`src/rtl/ram_march_sequencer_pkg.sv`:
```
// Shared types, default widths and the march data pattern for the RAM test sequencer.
package ram_test_pkg;

    localparam int DEF_ADDR_WIDTH   = 10;
    localparam int DEF_DATA_WIDTH   = 8;
    localparam int DEF_READ_LATENCY = 2;
    localparam int DEF_NUM_PASSES   = 2;
    localparam int DEF_ERR_WIDTH    = 16;

    typedef enum logic [2:0] {
        ST_IDLE,
        ST_WRITE,
        ST_READ,
        ST_DRAIN,
        ST_DONE
    } state_t;

    // Checkerboard on address parity; odd passes use the inverted seed as base.
    function automatic logic [63:0] exp_pattern(input logic [63:0] seed,
                                                input logic        pass_odd,
                                                input logic        addr_odd);
        logic [63:0] base;
        base = pass_odd ? ~seed : seed;
        return addr_odd ? ~base : base;
    endfunction

endpackage

```
`src/rtl/ram_march_sequencer_if.sv`:
```
// Single-port RAM test bus: the sequencer drives address/control, the RAM returns q.
interface ram_march_sequencer_if
    import ram_test_pkg::*;
#(
    parameter int ADDR_WIDTH = DEF_ADDR_WIDTH,
    parameter int DATA_WIDTH = DEF_DATA_WIDTH
);
    logic [ADDR_WIDTH-1:0] address;
    logic                  wren;
    logic [DATA_WIDTH-1:0] data_to_write;
    logic                  clk_enable;
    logic [DATA_WIDTH-1:0] q;

    modport master (output address, wren, data_to_write, clk_enable, input q);
    modport slave  (input address, wren, data_to_write, clk_enable, output q);
endinterface

```
`src/rtl/ram_march_sequencer_read_compare_pipe.sv`:
```
// Delay line carrying {valid, addr, expected} alongside the RAM read latency, plus the q comparator.
module read_compare_pipe
    import ram_test_pkg::*;
#(
    parameter int ADDR_WIDTH   = DEF_ADDR_WIDTH,
    parameter int DATA_WIDTH   = DEF_DATA_WIDTH,
    parameter int READ_LATENCY = DEF_READ_LATENCY
) (
    input  logic                  clk,
    input  logic                  reset,
    input  logic                  push_vld,
    input  logic [ADDR_WIDTH-1:0] push_addr,
    input  logic [DATA_WIDTH-1:0] push_exp,
    input  logic [DATA_WIDTH-1:0] q,
    output logic                  mismatch,
    output logic [ADDR_WIDTH-1:0] mismatch_addr,
    output logic [DATA_WIDTH-1:0] mismatch_data
);
    logic [READ_LATENCY-1:0] vld_p;
    logic [ADDR_WIDTH-1:0]   addr_p [READ_LATENCY];
    logic [DATA_WIDTH-1:0]   exp_p  [READ_LATENCY];

    // Only the valid bits are flushed; stale addr/expected are harmless once invalid.
    always_ff @(posedge clk) begin
        if (reset) begin
            vld_p <= '0;
        end else begin
            vld_p[0] <= push_vld;
            for (int i = 1; i < READ_LATENCY; i++) vld_p[i] <= vld_p[i-1];
        end
    end

    always_ff @(posedge clk) begin
        addr_p[0] <= push_addr;
        exp_p[0]  <= push_exp;
        for (int i = 1; i < READ_LATENCY; i++) begin
            addr_p[i] <= addr_p[i-1];
            exp_p[i]  <= exp_p[i-1];
        end
    end

    assign mismatch      = vld_p[READ_LATENCY-1] && (q != exp_p[READ_LATENCY-1]);
    assign mismatch_addr = addr_p[READ_LATENCY-1];
    assign mismatch_data = q;

endmodule

```
`src/rtl/ram_march_sequencer.sv`:
```
// Write/read march over the whole RAM for NUM_PASSES passes, with saturating error count and first-fail capture.
module ram_march_sequencer
    import ram_test_pkg::*;
#(
    parameter int ADDR_WIDTH   = DEF_ADDR_WIDTH,
    parameter int DATA_WIDTH   = DEF_DATA_WIDTH,
    parameter int READ_LATENCY = DEF_READ_LATENCY,
    parameter int NUM_PASSES   = DEF_NUM_PASSES,
    parameter int ERR_WIDTH    = DEF_ERR_WIDTH
) (
    input  logic                  clk,
    input  logic                  reset,
    input  logic                  start,
    input  logic [DATA_WIDTH-1:0] seed,
    ram_march_sequencer_if.master ram,
    output logic                  busy,
    output logic                  done,
    output logic                  pass,
    output logic [ERR_WIDTH-1:0]  error_count,
    output logic [ADDR_WIDTH-1:0] first_fail_addr,
    output logic [DATA_WIDTH-1:0] first_fail_data
);
    localparam logic [2:0] DRAIN_LAST = 3'(READ_LATENCY - 1);
    localparam logic [3:0] PASS_LAST  = 4'(NUM_PASSES - 1);

    function automatic logic [ERR_WIDTH-1:0] sat_inc(input logic [ERR_WIDTH-1:0] v);
        return (&v) ? v : v + 1'b1;
    endfunction

    state_t                state, state_nxt;
    logic [ADDR_WIDTH-1:0] address_r, address_nxt;
    logic                  wren_r, wren_nxt;
    logic [DATA_WIDTH-1:0] wdata_r, wdata_nxt;
    logic [DATA_WIDTH-1:0] seed_r, seed_nxt;
    logic [3:0]            pass_idx, pass_idx_nxt;
    logic [2:0]            drain_cnt, drain_nxt;
    logic                  busy_nxt, done_nxt, pass_nxt;
    logic [ERR_WIDTH-1:0]  err_nxt;
    logic [ADDR_WIDTH-1:0] ffa_nxt;
    logic [DATA_WIDTH-1:0] ffd_nxt;

    logic                  push_vld;
    logic [DATA_WIDTH-1:0] exp_rd;
    logic                  mismatch;
    logic [ADDR_WIDTH-1:0] mismatch_addr;
    logic [DATA_WIDTH-1:0] mismatch_data;

    assign push_vld = (state == ST_READ);
    assign exp_rd   = DATA_WIDTH'(exp_pattern(64'(seed_r), pass_idx[0], address_r[0]));

    read_compare_pipe #(
        .ADDR_WIDTH  (ADDR_WIDTH),
        .DATA_WIDTH  (DATA_WIDTH),
        .READ_LATENCY(READ_LATENCY)
    ) u_pipe (
        .clk          (clk),
        .reset        (reset),
        .push_vld     (push_vld),
        .push_addr    (address_r),
        .push_exp     (exp_rd),
        .q            (ram.q),
        .mismatch     (mismatch),
        .mismatch_addr(mismatch_addr),
        .mismatch_data(mismatch_data)
    );

    always_comb begin
        state_nxt    = state;
        address_nxt  = address_r;
        wren_nxt     = 1'b0;
        seed_nxt     = seed_r;
        pass_idx_nxt = pass_idx;
        drain_nxt    = drain_cnt;
        busy_nxt     = busy;
        done_nxt     = done;
        pass_nxt     = pass;
        err_nxt      = error_count;
        ffa_nxt      = first_fail_addr;
        ffd_nxt      = first_fail_data;

        // Retiring compares are booked even on the cycle the FSM changes state.
        if (mismatch) begin
            err_nxt = sat_inc(error_count);
            if (error_count == '0) begin
                ffa_nxt = mismatch_addr;
                ffd_nxt = mismatch_data;
            end
        end

        case (state)
            ST_IDLE, ST_DONE: begin
                if (start) begin
                    state_nxt    = ST_WRITE;
                    address_nxt  = '0;
                    wren_nxt     = 1'b1;
                    seed_nxt     = seed;
                    pass_idx_nxt = '0;
                    busy_nxt     = 1'b1;
                    done_nxt     = 1'b0;
                    pass_nxt     = 1'b0;
                    err_nxt      = '0;
                    ffa_nxt      = '0;
                    ffd_nxt      = '0;
                end
            end
            ST_WRITE: begin
                if (&address_r) begin
                    state_nxt   = ST_READ;
                    address_nxt = '0;
                end else begin
                    address_nxt = address_r + 1'b1;
                    wren_nxt    = 1'b1;
                end
            end
            ST_READ: begin
                if (&address_r) begin
                    state_nxt   = ST_DRAIN;
                    address_nxt = '0;
                    drain_nxt   = '0;
                end else begin
                    address_nxt = address_r + 1'b1;
                end
            end
            ST_DRAIN: begin
                if (drain_cnt == DRAIN_LAST) begin
                    if (pass_idx == PASS_LAST) begin
                        state_nxt = ST_DONE;
                        busy_nxt  = 1'b0;
                        done_nxt  = 1'b1;
                        pass_nxt  = (err_nxt == '0);
                    end else begin
                        state_nxt    = ST_WRITE;
                        pass_idx_nxt = pass_idx + 4'd1;
                        address_nxt  = '0;
                        wren_nxt     = 1'b1;
                    end
                end else begin
                    drain_nxt = drain_cnt + 3'd1;
                end
            end
            default: state_nxt = ST_IDLE;
        endcase

        wdata_nxt = wren_nxt
                  ? DATA_WIDTH'(exp_pattern(64'(seed_nxt), pass_idx_nxt[0], address_nxt[0]))
                  : '0;
    end

    always_ff @(posedge clk) begin
        if (reset) begin
            state           <= ST_IDLE;
            address_r       <= '0;
            wren_r          <= 1'b0;
            wdata_r         <= '0;
            seed_r          <= '0;
            pass_idx        <= '0;
            drain_cnt       <= '0;
            busy            <= 1'b0;
            done            <= 1'b0;
            pass            <= 1'b0;
            error_count     <= '0;
            first_fail_addr <= '0;
            first_fail_data <= '0;
        end else begin
            state           <= state_nxt;
            address_r       <= address_nxt;
            wren_r          <= wren_nxt;
            wdata_r         <= wdata_nxt;
            seed_r          <= seed_nxt;
            pass_idx        <= pass_idx_nxt;
            drain_cnt       <= drain_nxt;
            busy            <= busy_nxt;
            done            <= done_nxt;
            pass            <= pass_nxt;
            error_count     <= err_nxt;
            first_fail_addr <= ffa_nxt;
            first_fail_data <= ffd_nxt;
        end
    end

    assign ram.address       = address_r;
    assign ram.wren          = wren_r;
    assign ram.data_to_write = wdata_r;
    assign ram.clk_enable    = busy;

endmodule

```
`src/flat_wrapper.sv`:
```
// flat-port wrapper written by rule: the top's interface ports become plain ports
module ram_march_sequencer_flat import ram_test_pkg::*;
#(
    parameter int ADDR_WIDTH   = DEF_ADDR_WIDTH,
    parameter int DATA_WIDTH   = DEF_DATA_WIDTH,
    parameter int READ_LATENCY = DEF_READ_LATENCY,
    parameter int NUM_PASSES   = DEF_NUM_PASSES,
    parameter int ERR_WIDTH    = DEF_ERR_WIDTH
)
  (clk, reset, start, seed, busy, done, pass, error_count, first_fail_addr, first_fail_data, ram_address, ram_wren, ram_data_to_write, ram_clk_enable, ram_q);
  ram_march_sequencer_if #(.ADDR_WIDTH(ADDR_WIDTH), .DATA_WIDTH(DATA_WIDTH)) ram_i ();
  input  logic clk;
  input  logic reset;
  input  logic start;
  input  logic [DATA_WIDTH-1:0] seed;
  output logic busy;
  output logic done;
  output logic pass;
  output logic [ERR_WIDTH-1:0] error_count;
  output logic [ADDR_WIDTH-1:0] first_fail_addr;
  output logic [DATA_WIDTH-1:0] first_fail_data;
  output wire logic [$bits(ram_i.address)-1:0] ram_address;
  output wire logic [$bits(ram_i.wren)-1:0] ram_wren;
  output wire logic [$bits(ram_i.data_to_write)-1:0] ram_data_to_write;
  output wire logic [$bits(ram_i.clk_enable)-1:0] ram_clk_enable;
  input wire logic [$bits(ram_i.q)-1:0] ram_q;
  assign ram_address = ram_i.address;
  assign ram_wren = ram_i.wren;
  assign ram_data_to_write = ram_i.data_to_write;
  assign ram_clk_enable = ram_i.clk_enable;
  assign ram_i.q = ram_q;
  ram_march_sequencer #(.ADDR_WIDTH(ADDR_WIDTH), .DATA_WIDTH(DATA_WIDTH), .READ_LATENCY(READ_LATENCY), .NUM_PASSES(NUM_PASSES), .ERR_WIDTH(ERR_WIDTH)) u_core (.clk(clk), .reset(reset), .start(start), .seed(seed), .ram(ram_i), .busy(busy), .done(done), .pass(pass), .error_count(error_count), .first_fail_addr(first_fail_addr), .first_fail_data(first_fail_data));
endmodule
```
`config.mk`:
```
export PLATFORM = sky130hd
export DESIGN_NAME = ram_march_sequencer_flat
export DESIGN_NICKNAME = d
export VERILOG_FILES = /design/src/rtl/ram_march_sequencer_pkg.sv /design/src/rtl/ram_march_sequencer_if.sv /design/src/rtl/ram_march_sequencer_read_compare_pipe.sv /design/src/rtl/ram_march_sequencer.sv /design/src/flat_wrapper.sv
export SDC_FILE = /design/constraint.sdc
export NUM_CORES = 1
export LEC_CHECK = 0
export BUFFER_PORTS_ARGS = -buffer_cell sky130_fd_sc_hd__buf_2
export CAP_MARGIN = 20
export CORE_ASPECT_RATIO = 0.9
export CORE_MARGIN = 10
export CORE_UTILIZATION = 55
export CTS_BUF_LIST = sky130_fd_sc_hd__clkbuf_2 sky130_fd_sc_hd__clkbuf_4 sky130_fd_sc_hd__clkbuf_8
export DETAILED_ROUTE_END_ITERATION = 16
export GPL_ROUTABILITY_DRIVEN = 0
export PLACE_DENSITY_LB_ADDON = 0.12
export RECOVER_POWER = 25
export SLEW_MARGIN = 0
export SYNTH_ARGS = -nofsm -noshare
export SYNTH_HDL_FRONTEND = slang
export SYNTH_SLANG_ARGS = --single-unit
```
`constraint.sdc`:
```
create_clock -name clk -period 4 [get_ports clk]
set_clock_uncertainty 0.1 [all_clocks]
set_input_delay 0 -clock clk [delete_from_list [all_inputs] [get_ports clk]]
set_output_delay 0 -clock clk [all_outputs]
set_load 0.02 [all_outputs]
```
-- After elaboration in Yosys (flattened, before gate mapping)
Memory sizes are Yosys's and may differ from the RTL's.
Index checks and enable logic that the tools add are counted.
- add/subtract/negate cells: 4
- equal/unequal tests: 14
- muxes and demuxes: 52
- bitwise logic cells: 5
- reductions and logical operators: 17
- operator list (operator ; count):
    10-bit two-way mux ; 8
    8-bit two-way mux ; 10
    16-bit two-way mux ; 4
    16-bit zero test ; 2
    8-bit inverter ; 4
    10-bit one-hot mux with 3 select lines ; 1
    3-bit two-way mux ; 7
    16-bit by 1-bit adder with 16-bit output, second input constant ; 1
    16-bit AND reduction ; 1
    4-bit AND reduction ; 4
    1-bit two-way mux ; 12
    4-bit two-way mux ; 3
    3-bit one-hot mux with 4 select lines ; 1
    10-bit by 1-bit adder with 10-bit output, second input constant ; 1
    10-bit AND reduction ; 1
    2-bit by 1-bit != test with 1-bit output, second input constant ; 4
    8-bit != test ; 1
    4-bit one-hot mux with 2 select lines ; 1
    3-bit by 1-bit equality test with 1-bit output, second input constant ; 2
    3-bit by 2-bit equality test with 1-bit output, second input constant ; 2
    2-bit != test, second input constant ; 3
    1-bit one-hot mux with 2 select lines ; 3
    3-bit one-hot mux with 2 select lines ; 1
    2-bit OR reduction ; 3
    other kinds (11) ; 12
- flip-flop bits (word level): 76
- memory bits (writable): 36
- input bits: 19
- output and inout port bits: 57
- logic and storage cells: 110
- memories kept: 2
- memory list (name ; words ; bits a word ; read ports ; clocked after memory_dff ; wr ports ; RTL line ; RTL):
    u_core.u_pipe.addr_p ; 2 ; 10 ; 2 ; 0 ; 2 ; ram_march_sequencer_read_compare_pipe.sv:20 ; logic [ADDR_WIDTH-1:0] addr_p [READ_LATENCY];
    u_core.u_pipe.exp_p ; 2 ; 8 ; 2 ; 0 ; 2 ; ram_march_sequencer_read_compare_pipe.sv:21 ; logic [DATA_WIDTH-1:0] exp_p [READ_LATENCY];

-- Longest topological paths before layout
Gate-level depths: netlist of the first run.
An unclocked memory read counts as a cell.
- depth in word-level cells: 8
- depth in mapped cells: 11

-- Cells and area by module
Synthesis of the first run repeated with hierarchy kept, for this count alone.
- cells, all modules: 476
- area, all modules: 4750.8 um2
- modules (own cells, without submodules) (module ; instances ; cells each ; area each (um2)):
    ram_march_sequencer ; 1 ; 407 ; 3752.3
    read_compare_pipe ; 1 ; 69 ; 998.5

-- Worst setup path after synthesis of the first run
OpenSTA, ideal clock, no wires.
- kind: reg2reg
- from: reg u_core.error_count[1]
- to: reg u_core.pass
- library setup time: 0.117 ns
- arrival: 2.497 ns
- data required time: 3.783 ns
- path slack: 1.286 ns
- cell stages (with the launch flop): 12
- path buffers: 3
- period minus slack after synthesis: 2.714 ns
- cells stage by stage: dfxtp_1 > ha_1 > nand3_1 > or2_1 > buf_6 > or3_4 > buf_6 > and2_1 > buf_6 > mux2_4 > o22ai_2 > o21ai_1
- word-level cells in the longest chain between the ends: 7
- ends and longest elaborated chain (item ; RTL line ; RTL):
    start, declared ; ram_march_sequencer.sv:19 ; output logic [ERR_WIDTH-1:0] error_count,
    start signal, assigned ; ram_march_sequencer.sv:175 ; error_count <= err_nxt;
    16-bit by 1-bit adder with 16-bit output / 16-bit AND reduction (equally long branches) ; ram_march_sequencer.sv:27 ; return (&v) ? v : v + 1'b1;
    16-bit two-way mux ; ram_march_sequencer.sv:27 ;
    16-bit two-way mux (*) ; ram_march_sequencer.sv:82 ; if (mismatch) begin
    16-bit zero test (*) ; ram_march_sequencer.sv:130 ; pass_nxt = (err_nxt == '0);
    1-bit two-way mux (*) ; ram_march_sequencer.sv:126 ; if (pass_idx == PASS_LAST) begin
    1-bit two-way mux (*) ; ram_march_sequencer.sv:125 ; if (drain_cnt == DRAIN_LAST) begin
    1-bit one-hot mux with 2 select lines (*) ; ram_march_sequencer.sv:90 ; case (state)
    end signal, assigned ; ram_march_sequencer.sv:174 ; pass <= pass_nxt;
    end, declared ; ram_march_sequencer.sv:18 ; output logic pass,
Every way passes the cells marked *; elsewhere a longest branch is shown, timed or not. The select of a mux whose other input is x is not followed.
A chain may end at the register's enable or synchronous reset.

-- Worst setup path after layout of the first run
- from: reg u_core.error_count[0]
- to: reg u_core.pass
The elaborated chain is that of the path after synthesis.

==> results.txt, run 1 <==
Worst min-delay path category - in2reg
Status - finished, final reports clean
Routed vias - 3489
Pre-CTS setup slack - 1.25 ns
Syn Area/Cell - 9.68 um^2
Gate Count Post-Synth - 465
Reg2Reg Depth - 8
Power density cells - 390 nW/um^2
Arrival time at the worst endpoint - 2.99 ns
Reg power frac - 57.6%
Worst VDD drop - 0.231 mV
Setup Viol. Count Final - 0
H-tree levels - 3
Starting Density - 56.0%
Share of cells above drive strength 1 - 16.4%
Post-CTS resize count - 0
Worst Path Buf+Inv - 0
TritonCTS clock tree - done
I/O Buffers - 75
Largest net degree at the start of global routing - 29
Total gr overflow - 0
Register area - 2240 um^2
Dpl cells - 617
Post-synth EDFFs - 0
Routed WL - 10000 um
MaxCap Viol Count - 0
Fin crit period - 2.80 ns
Comb power frac - 11.0%
RSZ-0062 raised after global routing - no
Max Root-Sink Buffers - 2
I/O pin cnt - 76
Gr usage total - 16.6%
Sequential share of the synthesized area - 49.8%
Fill cell count - 670
Max incr delay on CP - 0.53 ns
Synth Net Count - 491
Routed length per placed instance - 15.2 um
Clock tree sinks - 112
Seq cells post-synth - 112
FF-to-FF End - u_core.pass
Critical Path Source - u_core.error_count[0]
Critical-path top delay cell - dfxtp_1
Clock power frac - 31.4%
Worst-Margin Slew - 1.32 ns
Final Max Tran Viols - 0
Clock-pin slew on the worst setup and hold paths - 0.11 ns
Most common cell after layout, fill and taps aside - dfxtp_1
Site Rows - 31
Final nets - 581
Die area - 12200 um^2
Number of synthesis warnings - 0
Delay-heaviest family, CP - simple AND/OR/NAND/NOR gates
DRC violations left - 0
Ys async rst share - 0%
Cell Chain, Critical Path - ha_1, nand3_1, or2_1, or3_4, a311o_1, a22oi_1, nand4_1, o21ai_1
Worst EP required - 4.19 ns
WP depth - 8
Max frequency - 357 MHz
Root buffer cell - clkbuf_8
Height of the die - 106 um
P_int - 1.51 mW
Pre-antenna DRT Iters - 5
Vias in the first global route - 3450
Chip width - 115 um
Startpoint types - register
Crit-path max FO - 10
Core ar. - 8030 um^2
First-pass GRT wire length - 16700 um
Commonest non-fill, non-tap cells in the layout - dfxtp_1, nor2_1, buf_2
Non-filler cells, final - 659
Fin worst setup slack - 1.20 ns
CP endpoint - u_core.pass
Diodes inserted - 0
LEAKAGE - 2.14 nW
Switching power - 0.565 mW
Dominant synthesized flop cell - dfxtp_1
HPWL Detailed - 7070 um
R2r setup slk - 1.20 ns
Setup_tns - 0 ns
Final Hold Viols - 0
Area grow syn2layout - 18.3%
Util after Layout - 66.3%
Multi-input gate area - 2100 um^2
CTS buffer count - 9
Clock Latency Late Sink - 0.36 ns
Drt via density - 5.29
Tcrit/Tclk final - 70.1%
ANT nets after route - 0
Post-synth design cell area - 4500 um^2
Initial antenna violation count - 0
Initial DRC Count - 211
Crit path capture type - register
Worst slew margin - 11.9%
Power Total - 2.08 mW
Kind of critical path - reg2reg
Reg-to-Reg Start - u_core.error_count[0]
Netlist cell types - 58
Sw Share - 27.2%
[power groups by stage]
| stage | Clock, mW | Sequential [mW] | Combinational, mW |
|---|---|---|---|
| global placement | 0 | 1.22 | 0.205 |
| global route | 0.713 | 1.20 | 0.252 |
| detailed placement | 0 | 1.22 | 0.208 |
| floorplan | 0 | 1.23 | 0.134 |
| finish | 0.653 | 1.20 | 0.229 |
| CTS | 0.677 | 1.19 | 0.230 |
[Yosys cell counts (2+ instances only)]
master | count | share of area (%)
dfxtp_1 | 112 | 50
nor2_1 | 73 | 6.1
nand2_1 | 29 | 2.4
xnor2_1 | 28 | 5.5
mux2i_1 | 26 | 5.8
xor2_1 | 17 | 3.3
nand3_1 | 14 | 1.6
nor3_1 | 14 | 1.6
clkbuf_1 | 13 | 1.1
nand4_1 | 12 | 1.7
a21oi_1 | 11 | 1.2
o21ai_0 | 11 | 1.2
buf_2 | 7 | 0.78
ha_1 | 7 | 1.9
inv_1 | 7 | 0.58
nor4_1 | 6 | 0.83
a211oi_1 | 5 | 0.83
nor2b_1 | 5 | 0.70
and2_1 | 4 | 0.56
and3_1 | 4 | 0.56
nand2b_1 | 4 | 0.56
nor4b_1 | 4 | 0.78
o21a_1 | 4 | 0.67
a31oi_1 | 3 | 0.42
and4_1 | 3 | 0.58
buf_6 | 3 | 0.75
a211o_1 | 2 | 0.39
a21o_1 | 2 | 0.33
a22oi_1 | 2 | 0.33
a31o_2 | 2 | 0.39
buf_4 | 2 | 0.33
nor3b_1 | 2 | 0.33
or3_1 | 2 | 0.28
[sequential cells by signal, indices dropped and copies added, names as in the netlist]
name	cells
u_core.first_fail_data	8
u_core.pass_idx	4
u_core.pass	1
u_core.first_fail_addr	10
u_core.u_pipe.vld_p	2
u_core.error_count	16
u_core.ram.address	10
u_core.u_pipe.addr_p	20
u_core.state	3
u_core.drain_cnt	3
u_core.seed_r	8
u_core.busy	1
u_core.ram.wren	1
u_core.done	1
u_core.ram.data_to_write	8
u_core.u_pipe.exp_p	16
[timing repair]
item	in CTS	in global routing
buffers inserted	0	0
hold endpoints to repair	28	0
hold buffers	25	0
[how the worst min path moves through the flow]
stage | startpoint | to | slack (ns) | depth (start not counted)
final | start | u_core.state[0] | 0.03 | 4
after global routing | start | u_core.state[2] | 0.06 | 4
after global placement | ram_q[0] | u_core.first_fail_data[0] | 0.16 | 3
after floorplan | ram_q[7] | u_core.first_fail_data[7] | 0.05 | 2
after detailed placement | ram_q[4] | u_core.first_fail_data[4] | 0.17 | 3
after CTS | start | u_core.state[0] | 0.01 | 4
[final cells by class]
type,count,area share [%]
inverter,7,0.494
multi-input combinational,321,39.4
clock buffer,9,2.33
sequential,112,42.1
clock inverter,7,1.29
tap,99,2.33
timing repair buffer,104,12.0
[worst register-to-register path, cell delays in order (launching register included)]
cell	delay, ns
dfxtp_1	0.53
ha_1	0.28
nand3_1	0.15
or2_1	0.35
or3_4	0.45
a311o_1	0.37
a22oi_1	0.23
nand4_1	0.13
o21ai_1	0.14
[cells by family after synthesis]
family / synth area share (%)
AOI/OAI and AO/OA: 8.79
xor gates and xnor gates: 9.12
adders and majority gates: 1.95
muxes: 6.87
DFF: 49.8
buffers and inverters: 3.53
and+or+nand+nor: 19.9
[per-stage QoR]
step	hold WS (ns)	cell area [um^2]
after floorplan	0.0472	4500
after global placement	0.162	4890
after detailed placement	0.171	4890
after CTS	0.0141	5330
after global routing	0.0590	5320
final	0.0304	5320
[routing by layer]
layer / share of wire [%] / global-route usage [%] / vias to the layer above
met5: 0 / 0 / -
met4: 0.73 / 4.07 / 0
met3: 5.9 / 4.71 / 6
met2: 50 / 28.2 / 87
met1: 44 / 20.1 / 1616
li1: - / - / 1780
No activity file was read; power rests on OpenSTA's default activity.
==> run 2: changes to the inputs <==
--- a/config.mk
+++ b/config.mk
@@ -5,6 +5,7 @@
 export SDC_FILE = /design/constraint.sdc
 export NUM_CORES = 1
 export LEC_CHECK = 0
+export ABC_AREA = 1
 export BUFFER_PORTS_ARGS = -buffer_cell sky130_fd_sc_hd__buf_2
 export CAP_MARGIN = 20
 export CORE_ASPECT_RATIO = 0.9
==> constraint.sdc (replaced) <==
create_clock -name clk -period 2.9 [get_ports clk]
set_clock_uncertainty 0.1 [all_clocks]
set_input_delay 0 -clock clk [delete_from_list [all_inputs] [get_ports clk]]
set_output_delay 0 -clock clk [all_outputs]
set_load 0.02 [all_outputs]
==> run 2 against run 1 <==
Net effect: non-clock buffer count shrank 2; design area grew 9.4%; setup slack lost 0.90 ns; maximum frequency grew 7.7%; critical path depth grew 5; die area grew 6.9%; wire length grew 10%; largest cell class unchanged.
==> results.txt, run 2 <==
Top post-synthesis cells by area - dfxtp_1, nand2_1, inv_1, nor2_1, xor2_1
Largest registers - u_core.u_pipe.addr_p x20, u_core.error_count x16, u_core.u_pipe.exp_p x16
Final nets - 781
CTS buffer count - 9
Initial antenna violation count - 0
Reg2Reg Depth - 13
Post-synth design cell area - 4880 um^2
Vias in the first global route - 4039
Share of cells above drive strength 1 - 13.9%
Fin crit period - 2.60 ns
Pre-CTS setup slack - 0.129 ns
Core ar. - 8610 um^2
Drt via density - 4.91
Sw Share - 36.8%
I/O Buffers - 75
Fill cell count - 764
Synth top cells by count - nand2_1, dfxtp_1, inv_1
Util after Layout - 67.6%
Worst Path Buf+Inv - 0
Arrival time at the worst endpoint - 2.80 ns
Status - finished, final reports clean
H-tree levels - 3
First-pass GRT wire length - 18800 um
Worst slew margin - 54.1%
Largest family of logic cells by synthesized area - simple AND/OR/NAND/NOR gates
Clock tree sinks - 112
Number of synthesis warnings - 0
Top sig layer - met4
Syn Area/Cell - 7.45 um^2
Setup Viol. Count Final - 0
Most common cell after layout, fill and taps aside - nand2_1
Reg-to-Reg Start - u_core.error_count[0]
Delay-heaviest family, CP - simple AND/OR/NAND/NOR gates
DRC violations left - 0
I/O pin cnt - 76
Clock-pin slew on the worst setup and hold paths - 0.11 ns
Total gr overflow - 0
Routed length per placed instance - 12.6 um
Setup_tns - 0 ns
Switching power - 1.56 mW
Die area - 13000 um^2
Routed WL - 11100 um
Mux cell area share after synthesis - 1.64%
Ys async rst share - 0%
Fin worst setup slack - 0.298 ns
Gate Count Post-Synth - 655
TritonCTS clock tree - done
Comb power frac - 31.5%
Site Rows - 32
Diodes inserted - 0
Seq cells post-synth - 112
FF-to-FF End - u_core.pass
Register area - 2240 um^2
Largest net degree at the start of global routing - 37
Kind of critical path - reg2reg
Height of the die - 109 um
Most frequent CP cell - nand2_1
Dominant synthesized flop cell - dfxtp_1
Synth Net Count - 681
Routed vias - 4313
Post-synth top area cell - dfxtp_1
Worst EP required - 3.10 ns
LEAKAGE - 2.61 nW
ANT nets after route - 0
Yosys top cell area share - 45.9%
Multi-input gate area - 2180 um^2
Commonest non-fill, non-tap cells in the layout - nand2_1, dfxtp_1, inv_1
Crit-path max FO - 16
Chip width - 119 um
DRT met1 WL - 4930 um
Xor/xnor share of the synthesized area - 6.82%
Max Root-Sink Buffers - 2
Sequential share of the synthesized area - 45.9%
Max frequency - 384 MHz
Netlist cell types - 36
Met3 wire length - 814 um
Gr usage total - 17.1%
Area grow syn2layout - 19.3%
Worst-Margin Slew - 0.688 ns
Max reg flops - 20
Initial DRC Count - 316
Root buffer cell - clkbuf_8
Top-count cell post-synth - nand2_1
Critical Path Source - u_core.error_count[0]
Clock power frac - 23.3%
Critical-path top delay cell - dfxtp_1
HPWL Detailed - 8250 um
Synth Area in Adders - 1.79%
CP endpoint - u_core.pass
WP depth - 13
Met2 WL - 5270 um
P_int - 2.68 mW
Power Total - 4.24 mW
R2r setup slk - 0.30 ns
Dpl cells - 838
Final Hold Viols - 0
RSZ-0062 raised after global routing - no
Non-filler cells, final - 879
Max incr delay on CP - 0.52 ns
Final Max Tran Viols - 0
Hold_sp - start
Tcrit/Tclk final - 89.7%
Reg power frac - 45.1%
Pre-antenna DRT Iters - 4
Starting Density - 56.7%
Cell Chain, Critical Path - ha_1, nand3_1, nor2_1, nand2_1, nand2_1, o21ai_0, nand2_1, nand2_1, nor2_1, nand2_1, nor2_1, nand2_1, a21oi_1
Crit path capture type - register
Post-synth EDFFs - 0
Most flops, register - u_core.u_pipe.addr_p
Worst min-delay path category - in2reg
Clock Latency Late Sink - 0.37 ns
Synth Area in Compound Gates - 9.64%
Worst VDD drop - 0.674 mV
Power density cells - 728 nW/um^2
Startpoint types - register
Simple-gate share of the synthesized area - 24.6%
MaxCap Viol Count - 0
-- run 2: cell types whose count changed in the layout (fill, tap and decap cells not counted), sizes merged, moves of 5 or more --
cell | previous run | this run
nor4 | 6 | 1
nand2 | 29 | 145
xnor2 | 28 | 12
a21oi | 11 | 45
nor2 | 73 | 80
nand3 | 14 | 31
o21ai | 12 | 35
xor2 | 18 | 26
inv | 12 | 111
nor2b | 5 | 0
mux2i | 27 | 8
-- run 2: how the worst min path moves through the flow --
stage                       endpoint  slack (ns)  cells after the start
detailed placement  u_core.seed_r[3]        0.20                      3
CTS                      u_core.busy        0.11                      6
global placement    u_core.seed_r[2]        0.19                      3
floorplan           u_core.seed_r[0]        0.09                      2
global route             u_core.busy        0.22                      6
finish                   u_core.busy        0.14                      6
-- run 2: power by group through the flow --
| stage | Sequential, mW | Combinational (mW) | Clock [mW] |
|---|---|---|---|
| after detailed placement | 1.95 | 1.30 | 0 |
| after floorplan | 2.02 | 0.914 | 0 |
| after global placement | 1.94 | 1.27 | 0 |
| after CTS | 1.91 | 1.36 | 1.01 |
| after global routing | 1.94 | 1.52 | 1.07 |
| final | 1.91 | 1.34 | 0.989 |
-- run 2: stage by stage --
| step | hold WS, ns | area, um^2 |
|---|---|---|
| 2_1_floorplan | 0.0855 | 4880 |
| 3_3_place_gp | 0.192 | 5360 |
| 3_5_place_dp | 0.202 | 5360 |
| 4_1_cts | 0.110 | 5830 |
| 5_1_grt | 0.223 | 5820 |
| 6_report | 0.140 | 5820 |
-- run 2: kinds of logic (layout without fill, tap and decap cells) --
group                    Yosys count  count (layout)
XOR/XNOR                          38              38
AND/OR/NAND/NOR                  283             283
flip-flops                       112             112
multiplexers                       8               8
AO/OA/AOI/OAI                     85              85
adder cells (fa/ha/maj)            7               7
buffers and inverters            122             227
-- run 2: layer usage --
layer  vias to the layer above  global-route usage, %
li1                       2241                      -
met1                      1935                   21.2
met2                       129                   29.4
met3                         8                   4.56
met4                         0                   4.22
met5                         -                      0
-- run 2: tightest hold or removal path: stages --
cell     delay (ns)
buf_2          0.09
inv_1          0.13
a21oi_2        0.08
inv_1          0.12
nor2_1         0.07
nor2_1         0.09
-- run 2: what timing repair did --
| item | in CTS | in global routing |
|---|---|---|
| setup buffers | 0 | 0 |
| endpoints found under the setup margin | 0 | 17 |
| hold buffers | 25 | 0 |
| hold endpoints to repair | 27 | 0 |
| gates resized for setup | 0 | 2 |
-- run 2: area by class of cell --
type / instances / share of cell area [%]
Clock inverter: 7 / 1.63
Clock buffer: 9 / 2.13
Sequential cell: 112 / 38.5
Multi-Input combinational cell: 421 / 37.4
Inverter: 109 / 7.09
Tap cell: 119 / 2.56
Timing Repair Buffer: 102 / 10.7
==> run 3: changes to the inputs <==
--- a/config.mk
+++ b/config.mk
@@ -13,7 +13,7 @@
 export CORE_UTILIZATION = 55
 export CTS_BUF_LIST = sky130_fd_sc_hd__clkbuf_2 sky130_fd_sc_hd__clkbuf_4 sky130_fd_sc_hd__clkbuf_8
 export DETAILED_ROUTE_END_ITERATION = 16
-export GPL_ROUTABILITY_DRIVEN = 0
+export GPL_ROUTABILITY_DRIVEN = 1
 export PLACE_DENSITY_LB_ADDON = 0.12
 export RECOVER_POWER = 25
 export SLEW_MARGIN = 0
==> constraint.sdc (replaced) <==
create_clock -name clk -period 2.9 [get_ports clk]
set_clock_uncertainty 0.1 [all_clocks]
set_input_delay 0.29 -clock clk [delete_from_list [all_inputs] [get_ports clk]]
set_output_delay 0.29 -clock clk [all_outputs]
set_load 0.02 [all_outputs]
==> run 3 against run 2 <==
Net effect: count of clock-buffer cells in the layout unchanged; via count shrank 4.2%; global-route usage fell by 0.21 points; non-clock buffer count down 24.
==> results.txt, run 3 (same netlist as run 2, synthesis figures left out) <==
Status - finished, final reports clean
Vias in the first global route - 3895
TritonCTS clock tree - done
RSZ-0062 raised after global routing - no
Share of cells above drive strength 1 - 15.6%
I/O Buffers - 75
Site Rows - 32
Gr usage total - 16.9%
Post-CTS Setup Inserts - 0
Most frequent CP cell - nand2_1
Starting Density - 56.7%
Clock-pin slew on the worst setup and hold paths - 0.11 ns
Reg2Reg Depth - 13
Max incr delay on CP - 0.54 ns
Multi-input gate area - 2180 um^2
Gr busiest metal - met2
First-pass GRT wire length - 18500 um
Max Root-Sink Buffers - 2
Worst VDD drop - 0.654 mV
Reg-to-Reg Start - u_core.error_count[0]
ANT nets after route - 0
Worst-Margin Slew - 0.683 ns
Hold WS - 0.0999 ns
CTS buffer count - 9
Core ar. - 8610 um^2
Power Total - 4.15 mW
Diodes inserted - 0
Largest net degree at the start of global routing - 37
Clock power frac - 22.4%
I/O pin cnt - 76
Sw Share - 38.0%
Max reg flops - 20
Most common cell after layout, fill and taps aside - nand2_1
Routed length per placed instance - 13.0 um
Root buffer cell - clkbuf_8
MaxCap Viol Count - 0
Non-filler cells, final - 855
Final Hold Viols - 0
Fill cell count - 775
Critical-path top delay cell - dfxtp_1
FF-to-FF End - u_core.pass
Tcrit/Tclk final - 84.7%
Startpoint types - register
Setup Viol. Count Final - 0
Die area - 13000 um^2
Min-Delay Endpoint - u_core.seed_r[2]
Switching power - 1.58 mW
Pre-antenna DRT Iters - 4
Routed vias - 4134
Initial antenna violation count - 0
Power density cells - 745 nW/um^2
Crit-path max FO - 16
Cell Chain, Critical Path - ha_1, nand3_1, nor2_1, nand2_2, nand2_1, o21ai_0, nand2_1, nand2_1, nor2_1, nand2_1, nor2_1, nand2_1, a21oi_1
Critical Path Source - u_core.error_count[0]
HPWL Detailed - 8670 um
Reg power frac - 46.1%
Hold_sp - seed[2]
Clock Latency Late Sink - 0.37 ns
Worst EP required - 3.11 ns
H-tree levels - 3
Comb power frac - 31.5%
LEAKAGE - 2.53 nW
Util after Layout - 64.8%
Arrival time at the worst endpoint - 2.67 ns
Area grow syn2layout - 14.2%
Met2 usage - 27.7%
Worst min-delay path category - in2reg
Crit path capture type - register
Most flops, register - u_core.u_pipe.addr_p
Chip width - 119 um
DRC violations left - 0
Clock tree sinks - 112
Initial DRC Count - 276
P_int - 2.57 mW
Largest registers - u_core.u_pipe.addr_p x20, u_core.error_count x16, u_core.u_pipe.exp_p x16
Worst Hold Depth - 3
Final instance area - 5570 um^2
Fin worst setup slack - 0.444 ns
Final nets - 757
Drt via density - 4.84
Commonest non-fill, non-tap cells in the layout - nand2_1, dfxtp_1, inv_1
Setup_tns - 0 ns
Worst slew margin - 54.4%
R2r setup slk - 0.44 ns
Fin crit period - 2.46 ns
Routed WL - 11100 um
GRT met1 Usage - 22.0%
Kind of critical path - reg2reg
Max frequency - 407 MHz
Post-placement cell area - 5370 um^2
Total gr overflow - 0
Final Max Tran Viols - 0
Pre-CTS setup slack - -0.0483 ns
Dpl cells - 839
Placer Congestion - 0.886
Register area - 2240 um^2
Height of the die - 109 um
Met3 Usage GRT - 4.41%
run 3: cell count changes in the layout (fill, tap and decap cells not counted):
cell           before  now
dlygate4sd3_1      25    0
buf_2              62   71
clkbuf_1           13    4
inv_8               2    4
buf_4               2    3
bufinv_16           1    0
clkinv_1            0    1
clkinv_4            2    1
clkinvlp_4          1    0
inv_1             102  103
inv_2               6    5
nand2_1           140  139
nand2_2             5    6
run 3: critical path: cells and delay by family, from the launching register on:
family                   cells  cell delay (ns)
AO/OA/AOI/OAI                2             0.22
adder cells (fa/ha/maj)      1             0.29
flip-flops                   1             0.54
AND/OR/NAND/NOR             10             1.25
run 3: worst max path at each step:
stage / endpoint / slack, ns / cells past startpoint
4_1_cts: u_core.pass / 0.28 / 13
3_5_place_dp: u_core.pass_idx[1] / -0.05 / 6
3_3_place_gp: u_core.pass_idx[1] / 0.1 / 6
5_1_grt: u_core.pass / 0.1 / 13
2_1_floorplan: u_core.ram.data_to_write[0] / 0.73 / 12
6_report: u_core.pass / 0.44 / 13
run 3: area by class of cell:
cell class,count,share of cell area (%)
Multi-Input combinational cell,421,39.1
Clock inverter,7,1.41
Clock buffer,9,2.22
Tap cell,119,2.67
Inverter,109,7.34
Sequential cell,112,40.2
Timing Repair Buffer,78,7.05
run 3: what timing repair did:
item / in CTS / in global routing
hold buffers: 0 / 0
endpoints found under the setup margin: 1 / 1
gates resized for setup: 1 / 1
run 3: power groups by stage:
stage | clock, mW | combinational (mW) | sequential [mW]
CTS | 0.949 | 1.33 | 1.91
floorplan | 0 | 0.914 | 2.02
detailed placement | 0 | 1.32 | 1.95
finish | 0.929 | 1.31 | 1.91
global placement | 0 | 1.28 | 1.94
global route | 1.01 | 1.48 | 1.94
run 3: metal layers:
| layer | routed length, um | up-vias |
|---|---|---|
| met5 | 0 | - |
| met4 | 100 | 0 |
| met3 | 690 | 10 |
| met2 | 5020 | 74 |
| met1 | 5280 | 1864 |
| li1 | - | 2186 |
